===== config.mk =====
export PLATFORM = sky130hd
export DESIGN_NAME = uart_tx
export DESIGN_NICKNAME = d
export VERILOG_FILES = /design/src/rtl/uart_tx.sv
export SDC_FILE = /design/constraint.sdc
export NUM_CORES = 1
export LEC_CHECK = 0
export BUFFER_PORTS_ARGS = -buffer_cell sky130_fd_sc_hd__buf_2
export CORE_MARGIN = 4
export CORE_UTILIZATION = 48
export CTS_CLUSTER_SIZE = 12
export DETAILED_ROUTE_END_ITERATION = 6
export GPL_TIMING_DRIVEN = 0
export PLACE_DENSITY_LB_ADDON = 0.2
export RECOVER_POWER = 25
export SYNTH_ARGS = -nofsm -noshare
export SYNTH_HDL_FRONTEND = slang
export SYNTH_SLANG_ARGS = --single-unit

===== constraint.sdc =====
create_clock -name clk -period 2.3 [get_ports clk]
set_input_delay 0.23 -clock clk [delete_from_list [all_inputs] [get_ports clk]]
set_output_delay 0.23 -clock clk [all_outputs]
set_load 0.05 [all_outputs]

===== src/rtl/uart_tx.sv =====
// UART transmitter: start bit, 8 data bits LSB first, stop bit, one bit per clock.
// Also generates a line break of BREAK_LEN low cycles followed by a recovery cycle.
module uart_tx #(
  parameter int unsigned BREAK_LEN = 12
) (
  input  logic       clk,
  input  logic       reset,
  input  logic [7:0] data,
  input  logic       send,
  input  logic       brk,
  output logic       ready,
  output logic       signal,
  output logic       done
);

  typedef enum logic [2:0] {
    RECOVER,
    IDLE,
    START,
    DATA,
    STOP,
    BREAK
  } state_t;

  localparam logic [7:0] BRK_LAST = 8'(BREAK_LEN - 1);

  state_t     state;
  logic [2:0] bit_cnt;
  logic [7:0] brk_cnt;
  logic [7:0] shift;

  assign ready = (state == IDLE) || (state == STOP);

  always_ff @(posedge clk) begin
    if (reset) begin
      state   <= RECOVER;
      signal  <= 1'b1;
      done    <= 1'b0;
      bit_cnt <= 3'd0;
      brk_cnt <= 8'd0;
      shift   <= 8'd0;
    end else begin
      done <= 1'b0;
      case (state)
        RECOVER: begin
          state  <= IDLE;
          signal <= 1'b1;
        end
        IDLE, STOP: begin
          // brk wins; a simultaneous send stays pending at the source
          if (brk) begin
            state   <= BREAK;
            signal  <= 1'b0;
            brk_cnt <= 8'd0;
          end else if (send) begin
            state  <= START;
            signal <= 1'b0;
            shift  <= data;
          end else begin
            state  <= IDLE;
            signal <= 1'b1;
          end
        end
        START: begin
          state   <= DATA;
          signal  <= shift[0];
          shift   <= shift >> 1;
          bit_cnt <= 3'd0;
        end
        DATA: begin
          if (bit_cnt == 3'd7) begin
            state  <= STOP;
            signal <= 1'b1;
            done   <= 1'b1;
          end else begin
            signal  <= shift[0];
            shift   <= shift >> 1;
            bit_cnt <= bit_cnt + 3'd1;
          end
        end
        BREAK: begin
          if (brk_cnt == BRK_LAST) begin
            state  <= RECOVER;
            signal <= 1'b1;
          end else begin
            brk_cnt <= brk_cnt + 8'd1;
          end
        end
        default: begin
          state  <= RECOVER;
          signal <= 1'b1;
        end
      endcase
    end
  end

endmodule


# ---- After elaboration in Yosys (flattened, before gate mapping)
# Index checks and enable logic that the tools add are counted.
dict set report op_classes {
  n_addsub 2
  eq_ne 14
  muxes 20
  bitwise_logic 1
  n_reduce_logical 11
}
# op n
set op_table {}
lappend op_table {{8-bit two-way mux} 5}
lappend op_table {{8-bit case mux with 3 select lines} 1}
lappend op_table {{8-bit case mux with 2 select lines} 1}
lappend op_table {{3-bit case mux with 5 select lines} 1}
lappend op_table {{2-bit != test (second input constant)} 7}
lappend op_table {{3-bit two-way mux} 4}
lappend op_table {{3-bit == test (second input constant)} 3}
lappend op_table {{8-bit by 1-bit adder with 8-bit output (second input constant)} 1}
lappend op_table {{8-bit by 4-bit == test with 1-bit output (second input constant)} 1}
lappend op_table {{3-bit by 2-bit == test with 1-bit output (second input constant)} 2}
lappend op_table {{3-bit case mux with 2 select lines} 1}
lappend op_table {{1-bit two-way mux} 5}
lappend op_table {{1-bit case mux with 4 select lines} 1}
lappend op_table {{2-bit AND reduction} 2}
lappend op_table {{4-bit AND reduction} 1}
lappend op_table {{2-bit nonzero test} 2}
lappend op_table {{2-bit OR reduction} 2}
lappend op_table {{3-bit by 1-bit adder with 3-bit output (second input constant)} 1}
lappend op_table {{3-bit by 1-bit == test with 1-bit output (second input constant)} 1}
lappend op_table {{3-bit zero test} 1}
lappend op_table {{3-bit AND reduction} 1}
lappend op_table {{3-bit nonzero test} 1}
lappend op_table {{2-bit two-way mux} 1}
lappend op_table {{1-bit logical OR} 1}
lappend op_table {{1-bit inverter} 1}
dict set report word_totals {
  reg_bits 24
  inputBits 12
  output_inout_bits 3
  elab_cells 54
}

# ---- Logic depth before layout (Yosys ltp)
dict set report depth {
  depth_word 4
  ltp_mapped 8
  depth_no_buf 6
}

# ---- Worst setup path before layout
# No wires, ideal clock.
dict set report synth_timing {
  path_kind {reg2reg}
  start {register state[2]}
  end {register brk_cnt[2]}
  arrival_time_ps 1762
  required_time_ps 2178
  slack_ps 416
  stages_incl_launch_ff 6
  synth_period_minus_slack_ps 1884
  path_cell_list {dfxtp_1 buf_6 nand2b_2 a21oi_2 a211oi_4 a221o_1}
}
dict set report synth_via {
  elab_chain_cells 4
}
# item line
set synth_rtl {}
lappend synth_rtl {{start: declaration} 27} ;# state_t state;
lappend synth_rtl {{start signal: assignment} 36} ;# state <= RECOVER;
lappend synth_rtl {{start signal: assignment} 46} ;# state <= IDLE;
lappend synth_rtl {{start signal: assignment} 52} ;# state <= BREAK;
lappend synth_rtl {{3-bit by 1-bit == test with 1-bit output / 3-bit == test (equally long branches)} 44} ;# case (state)
lappend synth_rtl {{2-bit OR reduction} 44}
lappend synth_rtl {{2-bit != test (no source line) / 2-bit nonzero test (equally long branches)} n/a}
lappend synth_rtl {{3-bit AND reduction (no source line)} n/a}
lappend synth_rtl {{end signal: assignment} 86} ;# brk_cnt <= brk_cnt + 8'd1;
lappend synth_rtl {{end: declaration} 29} ;# logic [7:0] brk_cnt;
# Parallel ways exist; a longest one is shown, timed or not.
# A chain may end at the register's enable or synchronous reset.

# ---- Worst setup path in the final report
dict set report layout_timing {
  start {register state[2]}
  end {register shift[6]}
}
dict set report layout_via {
  elab_chain_cells 4
}
# item line
set layout_rtl {}
lappend layout_rtl {{3-bit by 1-bit == test with 1-bit output / 3-bit == test (equally long branches)} 44}
lappend layout_rtl {{2-bit OR reduction} 44}
lappend layout_rtl {{2-bit != test (no source line) / 3-bit nonzero test (equally long branches)} n/a}
lappend layout_rtl {{4-bit AND reduction (no source line)} n/a}
lappend layout_rtl {{end signal: assignment} 58} ;# shift <= data;
lappend layout_rtl {{end signal: assignment} 67} ;# shift <= shift >> 1;
lappend layout_rtl {{end signal: assignment} 77} ;# shift <= shift >> 1;
lappend layout_rtl {{end: declaration} 30} ;# logic [7:0] shift;
# Parallel ways exist; a longest one is shown, timed or not.

==> metrics.md <==
| Metric | Value |
|---|---|
| Final Slew Violations | `0` |
| Crit path max-delay family | `buffers and inverters` |
| HPWL after detailed placement | `roughly 1900 µm` |
| Period minus WS final | `approximately 2200 ps` |
| Antenna cells | `0` |
| Total wire length | `between 2000 and 3000 µm` |
| Area leader, netlist | `dfxtp_1` |
| GRT Total Usage | `between 15 and 20%` |
| Switching Share | `31.42%` |
| Sw power | `roughly 0.00030 W` |
| First-pass detailed-route iteration total | `4` |
| Peak supply drop | `between 0.5 and 0.6 mV` |
| WHS Endpoint | `shift[2]` |
| Warnings from Yosys | `0` |
| Number of max-cap violations | `0` |
| First-pass GRT wire length | `approximately 4300 µm` |
| Synth unique cells | `~40` |
| Worst-Skew Late Latency | `between 300 and 400 ps` |
| Worst R2R Setup Slack | `150 ps` |
| Crit. End Element | `register` |
| Syn Nets | `~160` |
| Most used cell, CP | `clkbuf_1` |
| Area contributors post-synth | `dfxtp_1 37%, mux2_1 6.0%, a311oi_1 4.7%, a21oi_1 4.6%, nand2b_1 3.4%` |
| Post-CTS Setup Repair Bufs | `0` |
| Worst path slowest cell | `clkbuf_1` |
| Post-CTS Hold Buffers | `0` |
| DR vias | `around 1,100` |
| Nets | `roughly 170` |
| Final Instance Area | `between 0.001 and 0.0015 mm²` |
| Worst rel slew slack | `between 60% and 70%` |
| Mean Syn Cell Area | `between 9 and 10 µm²` |
| Hold Path Depth | `2` |
| Initial drt markers | `36` |
| Sequential Power Share | `50.1%` |
| Initial antenna violation count | `0` |
| CTS H-tree lvls | `1` |
| DRC | `0` |
| Achievable frequency | `approximately 460 MHz` |
| Hold crit path type | `input port to register` |
| Hold_sp | `reset` |
| Final Hold Vio Count | `0` |
| Antenna-violating nets left | `0` |
| Grt ovf | `0` |
| TritonCTS clock tree | `built` |
| Placement Rows | `18` |
| Layout cells sized above 1 | `16.56%` |
| R2r worst-path depth | `8` |
| Ports | `15` |
| P per Cell Area | `between 600 and 700 mW/mm²` |
| Startpoint Class | `register` |
| Worst Setup Slack post-DPL | `approximately 190 ps` |
| Clk slew on worst S/H paths | `around 130 ps` |
| Tightest Pin Transition | `slightly below 600 ps` |
| Root Driver | `clkbuf_4` |
| Worst path cell trace | `buf_6 -> nand2b_1 -> clkbuf_1 -> a21o_1 -> clkbuf_1 -> buf_2 -> a21oi_1 -> a311oi_1` |
| Yosys reg bits | `24` |
| # setup viols final | `0` |
| Crit Path Max Fanout | `10` |
| Largest net degree at the start of global routing | `14` |
| Fillcell total | `240` |
| Mapped Area | `0.001304 mm²` |
| Crit-path max cell delay | `about 400 ps` |
| Vias/cell | `about 5.7` |
| Wire length per cell | `between 10 and 15 µm` |
| Initial core utilization | `between 50% and 60%` |
| Int Pwr | `roughly 0.00066 W` |
| Outcome | `completed` |
| Setup TNS | `0 ps` |
| CTS Buf Count | `3` |
| Static leakage | `0.5878 nW` |
| Port bufs | `13` |
| Post-Synthesis Cells | `between 100 and 150` |
| Core area | `0.002522 mm²` |
| CP Class | `register to register` |
| WP data required | `between 2000 and 3000 ps` |
| Most frequent cells in the layout | `24 x dfxtp_1, 12 x a21oi_1, 12 x buf_2` |
| Gpl congestion | `0.7830` |
| Total power | `about 0.00096 W` |
| Post-synthesis sequential area ratio | `36.85%` |
| Crit share post-route | `about 94%` |
| RSZ-0062 raised after global routing | `no` |
| Most common cell after layout, fill and taps aside | `dfxtp_1` |
| Worst Path Buf+Inv | `4` |
| Post-layout util | `57.04%` |
| # clock sinks | `24` |
| Die height | `about 60 µm` |
| Chip width | `60.12 µm` |
| Crit path DAT | `approximately 2400 ps` |
| Clk buf depth | `2` |
| Worst Setup Slack, final | `around 150 ps` |
| DP Area | `0.001406 mm²` |
| Worst reg2reg endpoint | `shift[6]` |
| FF-to-FF Start | `state[2]` |
| Comb pwr share | `between 20% and 30%` |
| Area share of the largest cell type after synthesis | `a little under two fifths` |
| PostCTS Resize Cnt | `0` |
| Area Overhead vs Synth | `10.36%` |
| Final Skew | `between 2 and 2.5 ps` |
| Full die area | `~0.0036 mm²` |
| Clock power share | `a little under a quarter` |
| Vias in the first global route | `~1,100` |
cells in the mapped netlist:
cell        n
dfxtp_1    24
a21oi_1    12
nor2_1      8
a311oi_1    7
inv_1       7
mux2_1      7
nand2_1     7
nand2b_1    7
a21o_1      5
clkbuf_1    4
nor3_1      4
a22o_1      3
buf_6       3
ha_1        3
nand3_1     3
nor3b_1     3
a211o_1     2
a22oi_1     2
buf_2       2
nand4bb_1   2
nor4bb_1    2
o21ai_0     2
o31ai_1     2
xor2_1      2
a211oi_1    1
a211oi_4    1
a21oi_2     1
a221o_1     1
a31o_1      1
and2b_1     1
and3_1      1
and3_2      1
and3b_1     1
buf_4       1
mux2i_1     1
nand2b_2    1
nor2b_1     1
o31a_4      1
or2_1       1
or4_4       1
xnor2_1     1
area by class of cell:
type                            count  area (µm²)  area share [%]
Sequential cell                    24       480.5           33.39
Timing Repair Buffer               13       62.56           4.348
Clock buffer                        4       36.28           2.522
Tap cell                           30       37.54           2.609
Buffer                             10       65.06           4.522
Multi-Input combinational cell     99       730.7           50.78
Inverter                            7       26.28           1.826
per-layer routing:
layer,GRT usage [%],part of all wire [%],vias up
met5,0,0,-
met4,6.962,0.58,0
met3,3.456,2.0,2
met2,27.62,51,8
met1,17.58,46,507
li1,-,-,542
per-stage QoR:
stage          hold slack [ps]  instances
2_1_floorplan            432.4        140
3_3_place_gp             448.8        183
3_5_place_dp             456.3        183
4_1_cts                  107.9        187
5_1_grt                  97.19        187
6_report                 117.7        187
kinds of logic (layout without fill, tap and decap cells):
logic type / Yosys count / in the layout / share of synthesized area [%]
flip-flops: 24 / 24 / 36.85
AO/OA/AOI/OAI: 41 / 41 / 24.19
adder cells (fa/ha/maj): 3 / 3 / 2.879
buffers and inverters: 17 / 34 / 7.102
multiplexers: 8 / 8 / 6.814
XOR/XNOR: 3 / 3 / 2.016
AND/OR/NAND/NOR: 44 / 44 / 20.15
how the worst max path moves through the flow:
stage | from | end | slack [ps] | cells past startpoint
after floorplan | state[2] | brk_cnt[2] | 420 | 5
after global placement | bit_cnt[0] | shift[6] | 260 | 8
after detailed placement | bit_cnt[0] | shift[6] | 190 | 8
after CTS | bit_cnt[0] | shift[6] | 150 | 8
after global routing | bit_cnt[0] | shift[6] | 0.4 | 8
final | state[2] | shift[6] | 150 | 8
power groups by stage:
stage               registers, W  logic (W)  clock network, W
floorplan               0.000495   0.000194                 0
global placement        0.000489   0.000249                 0
detailed placement      0.000491   0.000257                 0
CTS                     0.000482   0.000258          0.000234
global route            0.000489   0.000281          0.000253
finish                  0.000482   0.000256          0.000225
sequential cells by signal (all words and copies together) (netlist names):
register and cells:
bit_cnt 3, brk_cnt 8, done 1, shift 8, signal 1, state 3
Power figures use the tool's default switching activity.
